**config.mk**
```make
export PLATFORM = sky130hd
export DESIGN_NAME = cla_divider_8bit
export DESIGN_NICKNAME = d
export VERILOG_FILES = /design/src/rtl/cla_divider_8bit.sv
export SDC_FILE = /design/constraint.sdc
export NUM_CORES = 1
export LEC_CHECK = 0
export ABC_CLOCK_PERIOD_IN_PS = 2700
export CAP_MARGIN = 20
export CORE_AREA = 3 3 78 80
export CTS_CLUSTER_DIAMETER = 80
export CTS_CLUSTER_SIZE = 8
export DETAILED_ROUTE_END_ITERATION = 6
export DIE_AREA = 0 0 81 83
export PLACE_DENSITY = 0.72
export SETUP_SLACK_MARGIN = 0.05
export SLEW_MARGIN = 20
export SYNTH_ARGS = -nofsm -noshare
export SYNTH_HDL_FRONTEND = slang
export SYNTH_SLANG_ARGS = --single-unit
```
**constraint.sdc**
```tcl
create_clock -name clk -period 2.7 [get_ports clk]
set_input_delay 0.27 -clock clk [delete_from_list [all_inputs] [get_ports clk]]
set_output_delay 0.27 -clock clk [all_outputs]
set_load 0.02 [all_outputs]
```
**src/rtl/cla_divider_8bit.sv**
```systemverilog
// Sequential unsigned restoring divider: one quotient bit per clock, trial
// subtraction formed as P' + ~D + 1 through 4-bit carry-lookahead groups.
module cla_divider_8bit #(
    parameter int W = 8
) (
    input  logic         clk,
    input  logic         rst,
    input  logic         start,
    input  logic [W-1:0] dividend,
    input  logic [W-1:0] divisor,
    output logic         busy,
    output logic         done,
    output logic [W-1:0] quotient,
    output logic [W-1:0] remainder,
    output logic         div_by_zero
);

    localparam int unsigned NG = (W + 4) / 4;  // ceil((W+1)/4) for W a multiple of 4
    localparam int unsigned NB = 4 * NG;
    localparam int unsigned CW = $clog2(W + 1);

    typedef enum logic [1:0] {IDLE, RUN, DONE} state_t;

    state_t        state, state_next;
    logic [W-1:0]  p;
    logic [W-1:0]  q_sh;
    logic [W-1:0]  d;
    logic [CW-1:0] cnt;

    logic [W:0]    p_shift;
    logic [NB-1:0] op_a, op_b, bp, bg, bc;
    logic [NG-1:0] grp_p, grp_g;
    logic [NG:0]   gc;
    logic [W-1:0]  trial;
    logic          no_borrow;
    logic [W-1:0]  p_iter, q_iter;
    logic          zero_div;

    assign zero_div = (divisor == '0);

    // After each restore P < D, so P fits in W bits; only the shifted value needs W+1.
    always_comb begin
        p_shift = {p, q_sh[W-1]};
        op_a = '0;
        op_b = '0;
        op_a[W:0] = p_shift;
        op_b[W:0] = ~{1'b0, d};
        bp = op_a ^ op_b;
        bg = op_a & op_b;
        grp_p = '0;
        grp_g = '0;
        gc = '0;
        bc = '0;
        gc[0] = 1'b1;
        for (int unsigned k = 0; k < NG; k++) begin
            grp_g[k] = bg[4*k+3]
                     | (bp[4*k+3] & bg[4*k+2])
                     | (bp[4*k+3] & bp[4*k+2] & bg[4*k+1])
                     | (bp[4*k+3] & bp[4*k+2] & bp[4*k+1] & bg[4*k]);
            grp_p[k] = &bp[4*k +: 4];
            gc[k+1]  = grp_g[k] | (grp_p[k] & gc[k]);
            bc[4*k]   = gc[k];
            bc[4*k+1] = bg[4*k] | (bp[4*k] & gc[k]);
            bc[4*k+2] = bg[4*k+1] | (bp[4*k+1] & bg[4*k])
                      | (bp[4*k+1] & bp[4*k] & gc[k]);
            bc[4*k+3] = bg[4*k+2] | (bp[4*k+2] & bg[4*k+1])
                      | (bp[4*k+2] & bp[4*k+1] & bg[4*k])
                      | (bp[4*k+2] & bp[4*k+1] & bp[4*k] & gc[k]);
        end
        trial     = bp[W-1:0] ^ bc[W-1:0];
        no_borrow = bc[W+1];
        p_iter    = no_borrow ? trial : p_shift[W-1:0];
        q_iter    = {q_sh[W-2:0], no_borrow};
    end

    always_ff @(posedge clk) begin
        if (rst) state <= IDLE;
        else     state <= state_next;
    end

    always_comb begin
        state_next = state;
        case (state)
            IDLE, DONE: begin
                if (start) state_next = zero_div ? DONE : RUN;
                else       state_next = IDLE;
            end
            RUN:     if (cnt == '0) state_next = DONE;
            default: state_next = IDLE;
        endcase
    end

    always_comb begin
        busy = (state != IDLE);
        done = (state == DONE);
    end

    // The RUN cycle that finds the counter at zero performs no iteration; it only publishes results.
    always_ff @(posedge clk) begin
        if (rst) begin
            p           <= '0;
            q_sh        <= '0;
            d           <= '0;
            cnt         <= '0;
            quotient    <= '0;
            remainder   <= '0;
            div_by_zero <= 1'b0;
        end else begin
            case (state)
                IDLE, DONE: begin
                    if (start) begin
                        if (zero_div) begin
                            quotient    <= '1;
                            remainder   <= dividend;
                            div_by_zero <= 1'b1;
                        end else begin
                            d           <= divisor;
                            p           <= '0;
                            q_sh        <= dividend;
                            cnt         <= CW'(W);
                            div_by_zero <= 1'b0;
                        end
                    end
                end
                RUN: begin
                    if (cnt != '0) begin
                        p    <= p_iter;
                        q_sh <= q_iter;
                        cnt  <= cnt - 1'b1;
                    end else begin
                        quotient  <= q_sh;
                        remainder <= p;
                    end
                end
                default: ;
            endcase
        end
    end

endmodule

```
### After elaboration in Yosys (flattened, before gate mapping)

Index checks and enable logic that the tools add are counted.

* output and inout bits: 19
* flip-flop bits (word level): 47
* word-level logic and storage cells: 109

* equal/unequal tests: 8
* add/subtract/negate cells: 1
* muxes and demuxes: 26
* bitwise operators: 53
* reductions and logical operators: 13

Operator list (count)
* two-way mux 8 bit: 13
* one-hot mux 8 bit (2 select lines): 4
* bitwise AND 1 bit: 27
* OR 1 bit: 21
* AND reduction 4 bit: 4
* two-way mux 4 bit: 3
* != test 2 bit (second input constant): 6
* bitwise AND 9 bit: 1
* inverter 8 -> 9 bit: 1
* bitwise XOR 9 bit: 1
* zero test 8 bit: 1
* one-hot mux 4 bit (2 select lines): 1
* bitwise XOR 8 bit: 1
* two-way mux 2 bit: 3
* zero test 4 bit: 1
* one-hot mux 2 bit (2 select lines): 1
* nonzero test 2 bit: 2
* nonzero test 4 bit: 1
* subtractor 4 x 1 -> 4 bit (second input constant): 1
* AND reduction 3 bit: 1
* == test 2 x 1 -> 1 bit (second input constant): 1
* == test 2 bit (second input constant): 1
* zero test 2 bit: 1
* AND reduction 2 bit: 1
* 3 further kinds: 3

### Depth between registers and ports, before layout

* depth in word-level cells: 14
* gate-level depth with buffers: 8

### Worst setup path after synthesis

Ideal clock, no wire load.

* path type: register to register
* from: register q_sh[7]
* to: register p[0]
* arrival: 1.815 ns
* setup time: 0.117 ns
* cell stages (with the launch flop): 8
* path slack: 0.768 ns
* path through: dfxtp_1 > inv_1 > ha_1 > o21ai_0 > o2bb2ai_2 > nor3_2 > or3_1 > a32o_1

* word-level cells in the longest chain between the ends: 11
* elaborated cells on any way between the ends: 14
* classes of those cells: mux (3); bitwise (10); reduce/logical (1)

Ends and longest elaborated chain
* start, declared: RTL line 26 `logic [W-1:0] q_sh;`
* start signal, assigned: RTL line 119 `q_sh <= dividend;`
* start signal, assigned: RTL line 128 `q_sh <= q_iter;`
* bitwise AND 9 bit: RTL line 49 `bg = op_a & op_b;`
* bitwise AND 1 bit: RTL line 59 `| (bp[4*k+3] & bp[4*k+2] & bp[4*k+1] & bg[4*k]);`
* OR 1 bit: RTL line 59
* OR 1 bit: RTL line 61 `gc[k+1] = grp_g[k] | (grp_p[k] & gc[k]);`
* bitwise AND 1 bit: RTL line 61
* OR 1 bit: RTL line 61
* bitwise AND 1 bit: RTL line 63 `bc[4*k+1] = bg[4*k] | (bp[4*k] & gc[k]);`
* OR 1 bit: RTL line 63
* two-way mux 8 bit *: RTL line 72 `p_iter = no_borrow ? trial : p_shift[W-1:0];`
* two-way mux 8 bit *: RTL line 126 `if (cnt != '0) begin`
* one-hot mux 8 bit (2 select lines) *: RTL line 109 `case (state)`
* end signal, assigned: RTL line 127 `p <= p_iter;`
* end, declared: RTL line 25 `logic [W-1:0] p;`

Every way passes the cells marked *; elsewhere a longest branch is shown, timed or not. The select of a mux whose other input is x is not followed.
A chain may end at the register's enable or synchronous reset.

### Final worst setup path

Ends and elaborated chain as after synthesis.

==> Flow_metrics.wiki <==
{| class="wikitable"
! Metric !! Value
|-
| Min setup slack post-route || 0.5059 ns
|-
| MaxCap Viol Count || 0
|-
| Placed Cells || 368
|-
| Aggregate routed wire length || 5.088 mm
|-
| Top post-synthesis cells by area || sky130_fd_sc_hd__dfxtp_1 (39%), sky130_fd_sc_hd__nor2_1 (6.1%), sky130_fd_sc_hd__ha_1 (5.7%)
|-
| Number of distinct library cells after synthesis || 50
|-
| Clock Root Buffer || sky130_fd_sc_hd__clkbuf_8
|-
| Result of the run || completed
|-
| VDD IR max || 0.2650 mV
|-
| Final hold violation count || 0
|-
| Clock slew at reported path FFs || 0.09 ns
|-
| Share of layout cells above drive strength 1 || 0.1513
|-
| Total via count in the routed design || 2011
|-
| Area Growth Syn to Fin || 22.57%
|-
| Filler-free cell count of the finished design || 376
|-
| Max FO, Critical Path || 8
|-
| Share of synthesized area occupied by flip-flops and latches || 0.3902
|-
| Most used DFF post-synth || sky130_fd_sc_hd__dfxtp_1
|-
| Maximum number of pins on one net before global-route repair || 26
|-
| Worst setup path startpoint || q_sh[7]$_SDFFE_PP0P_
|-
| DRC errors left || 0
|-
| Largest stage delay, worst path || 0.46 ns
|-
| Setup total negative slack || 0 ns
|-
| Length of the first detailed-routing pass in iterations || 4
|-
| Post-cts resize count || 0
|-
| Depth of the most critical reg-to-reg path || 7
|-
| Data arrival time of the critical path || 2.39 ns
|-
| Number of global-route vias before repair || 1868
|-
| Chain of cells forming the critical path || inv_1 > ha_1 > o21ai_0 > o2bb2ai_2 > nor3_2 > or3_1 > a32o_1
|-
| Critical path required time || 2.90 ns
|-
| Count of pins over their slew limit || 0
|-
| Switching component of the power || 526.1 µW
|-
| Minimum setup slack among reg-to-reg paths || 0.51 ns
|-
| Row count || 27
|-
| Setup-violating endpoint count in the final report || 0
|-
| Net count, final || 334
|-
| Area of the core || 5473 µm²
|-
| Share of power burned in combinational logic || 0.264
|-
| Final Cycle Share || 0.8126
|-
| Number of buffers inserted to repair setup after CTS || 0
|-
| Antenna Nets Post-Route || 0
|-
| Worst slack at placement || 0.4922 ns
|-
| ANT cells || 0
|-
| Unrepaired setup endpoints after global routing || false
|-
| CTS tree || yes
|-
| All-Layer GR Usage || 0.1605
|-
| Kind of start point of the critical path || flop
|-
| Total clock buffers created by CTS || 5
|-
| Number of antenna violations at the first check in global routing || 0
|-
| Origin of the critical flop-to-flop path || q_sh[7]$_SDFFE_PP0P_
|-
| Leakage power || 0.001067 µW
|-
| Hold-fix buffer count after cts || 0
|-
| Worst setup path endpoint || p[0]$_SDFFE_PP0P_
|-
| Port buffer count || 37
|-
| Wirelength per Cell || 13.53 µm
|-
| Cell count after synthesis || 264
|-
| Worst Setup End Kind || flop
|-
| Dominant cell type by area after synthesis || sky130_fd_sc_hd__dfxtp_1
|-
| Number of violations reported at the end of detailed-routing iteration 0 || 107
|-
| Classification of the worst-slack hold path || reg2reg
|-
| Start-to-end type of the worst setup path || reg2reg
|-
| Vertical extent of the die || 83 µm
|-
| Hold path depth || 2
|-
| Number of ports placed on the die boundary || 38
|-
| Ranking of synthesized cells by instance count || sky130_fd_sc_hd__dfxtp_1 (47), sky130_fd_sc_hd__nor2_1 (39), sky130_fd_sc_hd__nand2_1 (23)
|-
| Post-synth ARST share || 0
|-
| R2R Path End || p[0]$_SDFFE_PP0P_
|-
| Hold_sp || div_by_zero$_SDFFE_PP0P_
|-
| Worst-margin pin slew || 0.5829 ns
|-
| Clk_skew || 0.009255 ns
|-
| Routability cong. || 0.7569
|-
| Synthesized area per cell || 9.133 µm²
|-
| Sink count of the clock tree || 47
|-
| Share of total power in the clock network || 0.270
|-
| Die Outline Area || 6723 µm²
|-
| Power Dens Cells || 570.8 nW/µm²
|-
| Initial core utilization || 0.4406
|-
| Internal power || 1161 µW
|-
| Achievable clock frequency || 455.8 MHz
|-
| Total grt overflow || 0
|-
| Vias per Instance || 5.348
|-
| EDFF count, synth || 0
|-
| Slowest CP cell || sky130_fd_sc_hd__dfxtp_1
|-
| Area share of the leading cell type in the synthesized netlist || 0.3902
|-
| Relative max-transition margin || 0.6093
|-
| Switching Share || 0.3119
|-
| Proportion of power drawn by flip-flops and latches || 0.466
|-
| Wire length of the first global-routing pass || 8.652 mm
|-
| Detail Placement HPWL || 3.874 mm
|-
| Cell with the most instances after synthesis || sky130_fd_sc_hd__dfxtp_1
|-
| Number of storage elements in the synthesis netlist || 47
|-
| Clk buf depth || 2
|-
| Number of warning messages in the yosys log || 0
|-
| Syn_nets || 295
|-
| Latest clock arrival within the worst-skew pair || 0.30 ns
|-
| Shortest period the worst path allows || 2.194 ns
|-
| Number of fill cells || 518
|-
| Floorplan die width || 81 µm
|-
| Total power of the final layout || 1687 µW
|-
| Level count of the clock H-tree || 2
|-
| Mapped cell area || 2411 µm²
|}
==> cell usage in the layout, fill, tap and decap left out, drive strengths merged, types with 8 or more instances in the layout <==
master,synthesis,routed
inv,12,12
a211oi,12,12
a21oi,18,18
ha,11,11
nor3,13,13
nand2,23,23
dfxtp,47,47
clkdlybuf4s50,0,37
nor2,42,42
o221a,8,8
==> metrics by stage <==
stage          cell area [µm²]  utilization  hold slack, ns
6_report                  2955       0.5400          0.5022
5_1_grt                   2955       0.5400          0.5321
4_1_cts                   2955       0.5400          0.5046
3_5_place_dp              2856       0.5219          0.4857
3_3_place_gp              2856       0.5219          0.4833
2_1_floorplan             2411            -          0.4086
==> power by group through the flow <==
stage | clock, µW | combinational, µW | sequential [µW]
floorplan | 0 | 279 | 825
global placement | 0 | 438 | 802
detailed placement | 0 | 445 | 804
CTS | 459 | 447 | 788
global route | 494 | 490 | 794
finish | 455 | 445 | 787
==> worst min path at each step <==
| stage | end | slack [ns] |
|---|---|---|
| floorplan | d[0]$_SDFFE_PP0P_ | 0.41 |
| global route | div_by_zero$_SDFFE_PP0P_ | 0.53 |
| finish | div_by_zero$_SDFFE_PP0P_ | 0.50 |
| detailed placement | div_by_zero$_SDFFE_PP0P_ | 0.49 |
| global placement | d[3]$_SDFFE_PP0P_ | 0.48 |
| CTS | div_by_zero$_SDFFE_PP0P_ | 0.50 |
==> critical path: cells and delay by family (launching register included) <==
kind,cells,cell delay (ns)
AND/OR/NAND/NOR,2,0.48
adder cells (fa/ha/maj),1,0.33
AO/OA/AOI/OAI,3,0.76
flip-flops,1,0.46
buffers and inverters,1,0.07
==> cell type report <==
cell class | count | area, µm² | share of cell area
Clock buffer | 6 | 82.58 | 0.02794
Sequential cell | 47 | 940.9 | 0.3184
Multi-Input combinational cell | 192 | 1354 | 0.4581
Tap cell | 72 | 90.09 | 0.03048
Inverter | 13 | 48.80 | 0.01651
Timing Repair Buffer | 44 | 422.9 | 0.1431
Clock inverter | 2 | 16.27 | 0.005504
==> cells by family (layout without fill, tap and decap cells) <==
kind of cell               Yosys count  after routing  synth area share
muxes                                2              2          0.008303
and+or+nand+nor                    102            102            0.2185
AOI/OAI and AO/OA                   70             70            0.2475
adders and majority gates           12             12           0.06539
xor gates and xnor gates             6              6           0.02180
buffers and inverters               25             65           0.04826
DFF                                 47             47            0.3902
==> state kept, by name, indices dropped and copies added (netlist names) <==
signal       count
cnt              4
state            2
p                8
div_by_zero      1
quotient         8
d                8
q_sh             8
remainder        8
==> per-layer routing <==
metal  up-vias  GRT usage  share of wire
li1       1021          -              -
met1       943     0.2111           0.48
met2        39     0.2569           0.47
met3         8    0.02711          0.032
met4         0    0.06605          0.019
met5         -          0              0
(Power assumes the default switching activity.)
==> RTL change 1: new RTL, same settings <==
The parameter `W` goes from 8 to 4.
--- a/src/rtl/cla_divider_8bit.sv
+++ b/src/rtl/cla_divider_8bit.sv
@@ -1,7 +1,7 @@
 // Sequential unsigned restoring divider: one quotient bit per clock, trial
 // subtraction formed as P' + ~D + 1 through 4-bit carry-lookahead groups.
 module cla_divider_8bit #(
-    parameter int W = 8
+    parameter int W = 4
 ) (
     input  logic         clk,
     input  logic         rst,
Interface: changed (resized dividend, divisor, quotient and remainder); port bits go from 38 to 22. No check against the original RTL was run, so the function may have changed too.
==> RTL change 1 against the original RTL <==
Sequential cell count down 21; critical path depth shrank 2; setup slack better by 0.12 ns; largest cell class unchanged; total power down 42%; routed wire length decreased by 43%; design area down 44%; area after synthesis is 46% lower; core utilization is 24 points lower.
==> RTL change 1: results (changes against the original RTL) <==
outcome:
  run_status: "finished clean"  # unchanged
finish:
  diodes: 0  # unchanged
  final_nets: 189  # was 334
  fill_cells: 591  # was 518
  drive_gt1_frac: 0.0824  # was 0.151
placed_design:
  dpl_cell_area_sq_mm: 0.00159  # was 0.00286 sq mm
  pre_cts_slack_ns: 0.531  # was 0.492 ns
  gp_congestion: 0.792  # was 0.757
  dp_hpwl_um: 2200  # was 3870 um
  port_buffers: 21  # was 37
setup_path:
  critPathMaxStageDelay_ns: 0.48  # was 0.46 ns
  crit_path_max_fanout: 5  # was 8
  critPathArrivalTime_ns: 2.25  # was 2.39 ns
  cp_slowest_cell: "a211oi_1"  # was dfxtp_1
detailed_routing:
  vias_per_cell: 4.69  # was 5.35
  drtIter0Drc: 88  # was 107
  dr.pass1.iters: 4  # unchanged
  wirelength_um: 2890  # was 5090 um
clock_tree:
  clk_latency_ns: 0.27  # was 0.30 ns
  root_buffer: "clkbuf_8"  # unchanged
  cts.htree.levels: 1  # was 2
  clkTransAtPathRegs_ns: 0.10
  cts_buffers: 3  # was 5
synth:
  yosysUniqueCellTypes: 37  # was 50
  synth_nets: 166  # was 295
  ys_async_sr_fraction: 0  # unchanged
  seq_area_frac_synth: 0.399  # was 0.390
  synth_common_cells: "dfxtp_1 (26), nor2_1 (23), a21oi_1 (14)"  # was dfxtp_1 (47), nor2_1 (39), nand2_1 (23)
  netlist_top_cells_area: "dfxtp_1 (40%), ha_1 (6.7%), nor2_1 (6.6%)"  # was dfxtp_1 (39%), nor2_1 (6.1%), ha_1 (5.7%)
sta:
  tightestPinTransition_ns: 0.511  # was 0.583 ns
  skew_ns: 0.00841  # was 0.00925 ns
global_routing:
  grt.total_usage: 0.0926  # was 0.161
  grt_pass1_wl_um: 5090  # was 8650 um
  grt_pass1_vias: 1134  # was 1868
  grt_max_degree: 24  # was 26
pwr:
  sw_frac_of_total: 0.276  # was 0.312
  p_leak_uw: 0.000585  # was 0.00107 uW
  ir_drop_mv: 0.247  # was 0.265 mV
[RTL change 1: cell count changes after synthesis, moves of 5 or more]
| cell | delta |
|---|---|
| dfxtp_1 | -21 |
| nand2_1 | -17 |
| nor2_1 | -16 |
| o221a_2 | -8 |
| o211ai_1 | -6 |
| a211oi_1 | +5 |
| nor3_1 | -5 |
[RTL change 1: final cells by class]
cell class              instances  share of cell area
clock buffers                   3              0.0249
clock inverters                 1              0.0181
inverters                       9              0.0203
multi-input cells             107               0.429
flip-flops and latches         26               0.313
well taps                      72              0.0543
repair buffers                 24               0.140
[RTL change 1: path summary, 6_finish.rpt]
| path | from | to | slack (ns) | depth (start not counted) |
|---|---|---|---|---|
| setup reg to reg | p[2] | p[1] | 0.63 | 5 |
| hold / removal | div_by_zero | div_by_zero | 0.47 | 2 |
| hold reg to reg | div_by_zero | div_by_zero | 0.47 | 2 |
| setup / recovery | p[2] | p[1] | 0.63 | 5 |
[RTL change 1: metrics by stage]
step | util | total power (uW) | std cells
3_5_place_dp | 0.290 | 667 | 238
6_report | 0.303 | 985 | 242
2_1_floorplan | - | 591 | 148
4_1_cts | 0.303 | 996 | 242
3_3_place_gp | 0.290 | 662 | 238
5_1_grt | 0.303 | 1030 | 242
[RTL change 1: layer usage]
layer	vias to the layer above	GRT usage	routed length, um	share of wire
met2	22	0.143	1310	0.45
met3	2	0.0315	150	0.052
li1	574	-	-	-
met4	0	0.0184	17	0.0059
met1	536	0.125	1420	0.49
met5	-	0	0	0
[RTL change 1: cells by family after synthesis]
family,Yosys count,share of synthesized area
AO/OA/AOI/OAI,42,0.245
XOR/XNOR,1,0.00672
adder cells (fa/ha/maj),7,0.0672
buffers and inverters,15,0.0547
flip-flops,26,0.399
multiplexers,3,0.0240
AND/OR/NAND/NOR,54,0.203
[RTL change 1: worst min-delay path: cells and delay by family, from the launching register on]
family          cells  cell delay (ns)
compound gates      1             0.06
simple gates        1             0.05
flops               1             0.32
[RTL change 1: power by group through the flow]
stage / clock network [uW] / logic (uW) / registers, uW
finish: 327 / 230 / 429
global route: 348 / 253 / 432
CTS: 336 / 231 / 429
detailed placement: 0 / 229 / 438
global placement: 0 / 225 / 437
floorplan: 0 / 141 / 450
==> RTL change 2: new RTL, same settings <==
Made on the original files. Encoding of `state_t`: now one-hot (3 bits for 3 states).
--- a/src/rtl/cla_divider_8bit.sv
+++ b/src/rtl/cla_divider_8bit.sv
@@ -19,7 +19,7 @@
     localparam int unsigned NB = 4 * NG;
     localparam int unsigned CW = $clog2(W + 1);
 
-    typedef enum logic [1:0] {IDLE, RUN, DONE} state_t;
+    typedef enum logic [2:0] {IDLE = 3'b001, RUN = 3'b010, DONE = 3'b100} state_t;
 
     state_t        state, state_next;
     logic [W-1:0]  p;
Check against the original RTL: no difference found for any inputs over 10 cycles, from zero or initial values and one cycle with rst high; not proved beyond that.
==> RTL change 2 against the original RTL <==
Design area down 2.7%; global-route usage down 0.14 points; combinational power down 42%; hold slack worse by 0.012 ns; setup slack worse by 0.091 ns; area after synthesis down 3.2%; sequential cell count up 1; total power down 14%; routed wire length down 0.90%; critical path type unchanged; largest cell class unchanged.
==> RTL change 2: results (changes against the original RTL) <==
synth:
  synth_common_cells: "dfxtp_1 (48), nor2_1 (42), nand2_1 (39)"  # was dfxtp_1 (47), nor2_1 (39), nand2_1 (23)
  synth-adder-area-share: 0.0676  # was 0.0654
  synth_compound_area_frac: 0.223  # was 0.248
  yosysUniqueCellTypes: 48  # was 50
  synthMuxAreaShare: 0  # was 0.00830
  seq_area_frac_synth: 0.412  # was 0.390
  synthXorXnorAreaFrac: 0.0263  # was 0.0218
sta:
  slew_headroom: 0.604  # was 0.609
setup_path:
  critPathCapture: "p[2]"  # was p[0]
  crit_path_max_fanout: 6  # was 8
placed_design:
  dpl_cell_area_sq_mm: 0.00278  # was 0.00286 sq mm
  gp_congestion: 0.800  # was 0.757
  dp_hpwl_um: 3890  # was 3870 um
global_routing:
  grt_pass1_wl_um: 8540  # was 8650 um
  grt_max_degree: 25  # was 26
  grt.total_usage: 0.159  # was 0.161
outcome:
  run_status: "finished clean"  # unchanged
finish:
  fill_cells: 519  # was 518
  final_nets: 333  # was 334
  drive_gt1_frac: 0.119  # was 0.151
detailed_routing:
  drtIter0Drc: 64  # was 107
  num_vias: 1975  # was 2011
pwr:
  ir_drop_mv: 0.269  # was 0.265 mV
  p_int_uw: 1040  # was 1160 uW
  comb_cell_power_uw: 256  # was 445 uW
[RTL change 2: cell count changes after synthesis, moves of 4 or more]
cell	delta
a211oi_1	-5
nand2_1	+16
clkbuf_1	-4
inv_1	+5
o221ai_1	+6
o211ai_1	-7
and2_1	-4
a211oi_2	-5
a21oi_1	-4
nor3_1	-5
a311oi_1	+9
[RTL change 2: metrics by stage]
| step | hold slack (ns) | std cells | utilization | worst slack, ns |
|---|---|---|---|---|
| floorplan | 0.409 | 263 | - | 0.712 |
| CTS | 0.495 | 375 | 0.526 | 0.398 |
| detailed placement | 0.483 | 367 | 0.509 | 0.277 |
| global route | 0.510 | 375 | 0.526 | 0.206 |
| global placement | 0.470 | 367 | 0.509 | 0.377 |
| finish | 0.490 | 375 | 0.526 | 0.415 |
[RTL change 2: metal layers]
metal / GRT usage / wire length (um)
met5: 0 / 0
met4: 0.0507 / 68
met1: 0.199 / 2360
met3: 0.0380 / 236
met2: 0.265 / 2380
[RTL change 2: layout make-up]
| type | count | area, sq um | share of cell area |
|---|---|---|---|
| Inverter | 18 | 67.6 | 0.0235 |
| Clock inverter | 3 | 23.8 | 0.00826 |
| Multi-Input combinational cell | 185 | 1240 | 0.432 |
| Clock buffer | 5 | 68.8 | 0.0239 |
| Sequential cell | 48 | 961 | 0.334 |
| Timing Repair Buffer | 44 | 423 | 0.147 |
| Tap cell | 72 | 90.1 | 0.0313 |
[RTL change 2: tightest hold or removal path: stages, from the launching register on]
cell	delay, ns
dfxtp_1	0.33
nand2_1	0.06
a21oi_1	0.06
[RTL change 2: logic make-up (layout without fill, tap and decap cells)]
family                     count (synthesis)  count (layout)
buffers and inverters                     30              70
adders and majority gates                 12              12
xor gates and xnor gates                   7               7
AOI/OAI and AO/OA                         60              60
and+or+nand+nor                          106             106
DFF                                       48              48
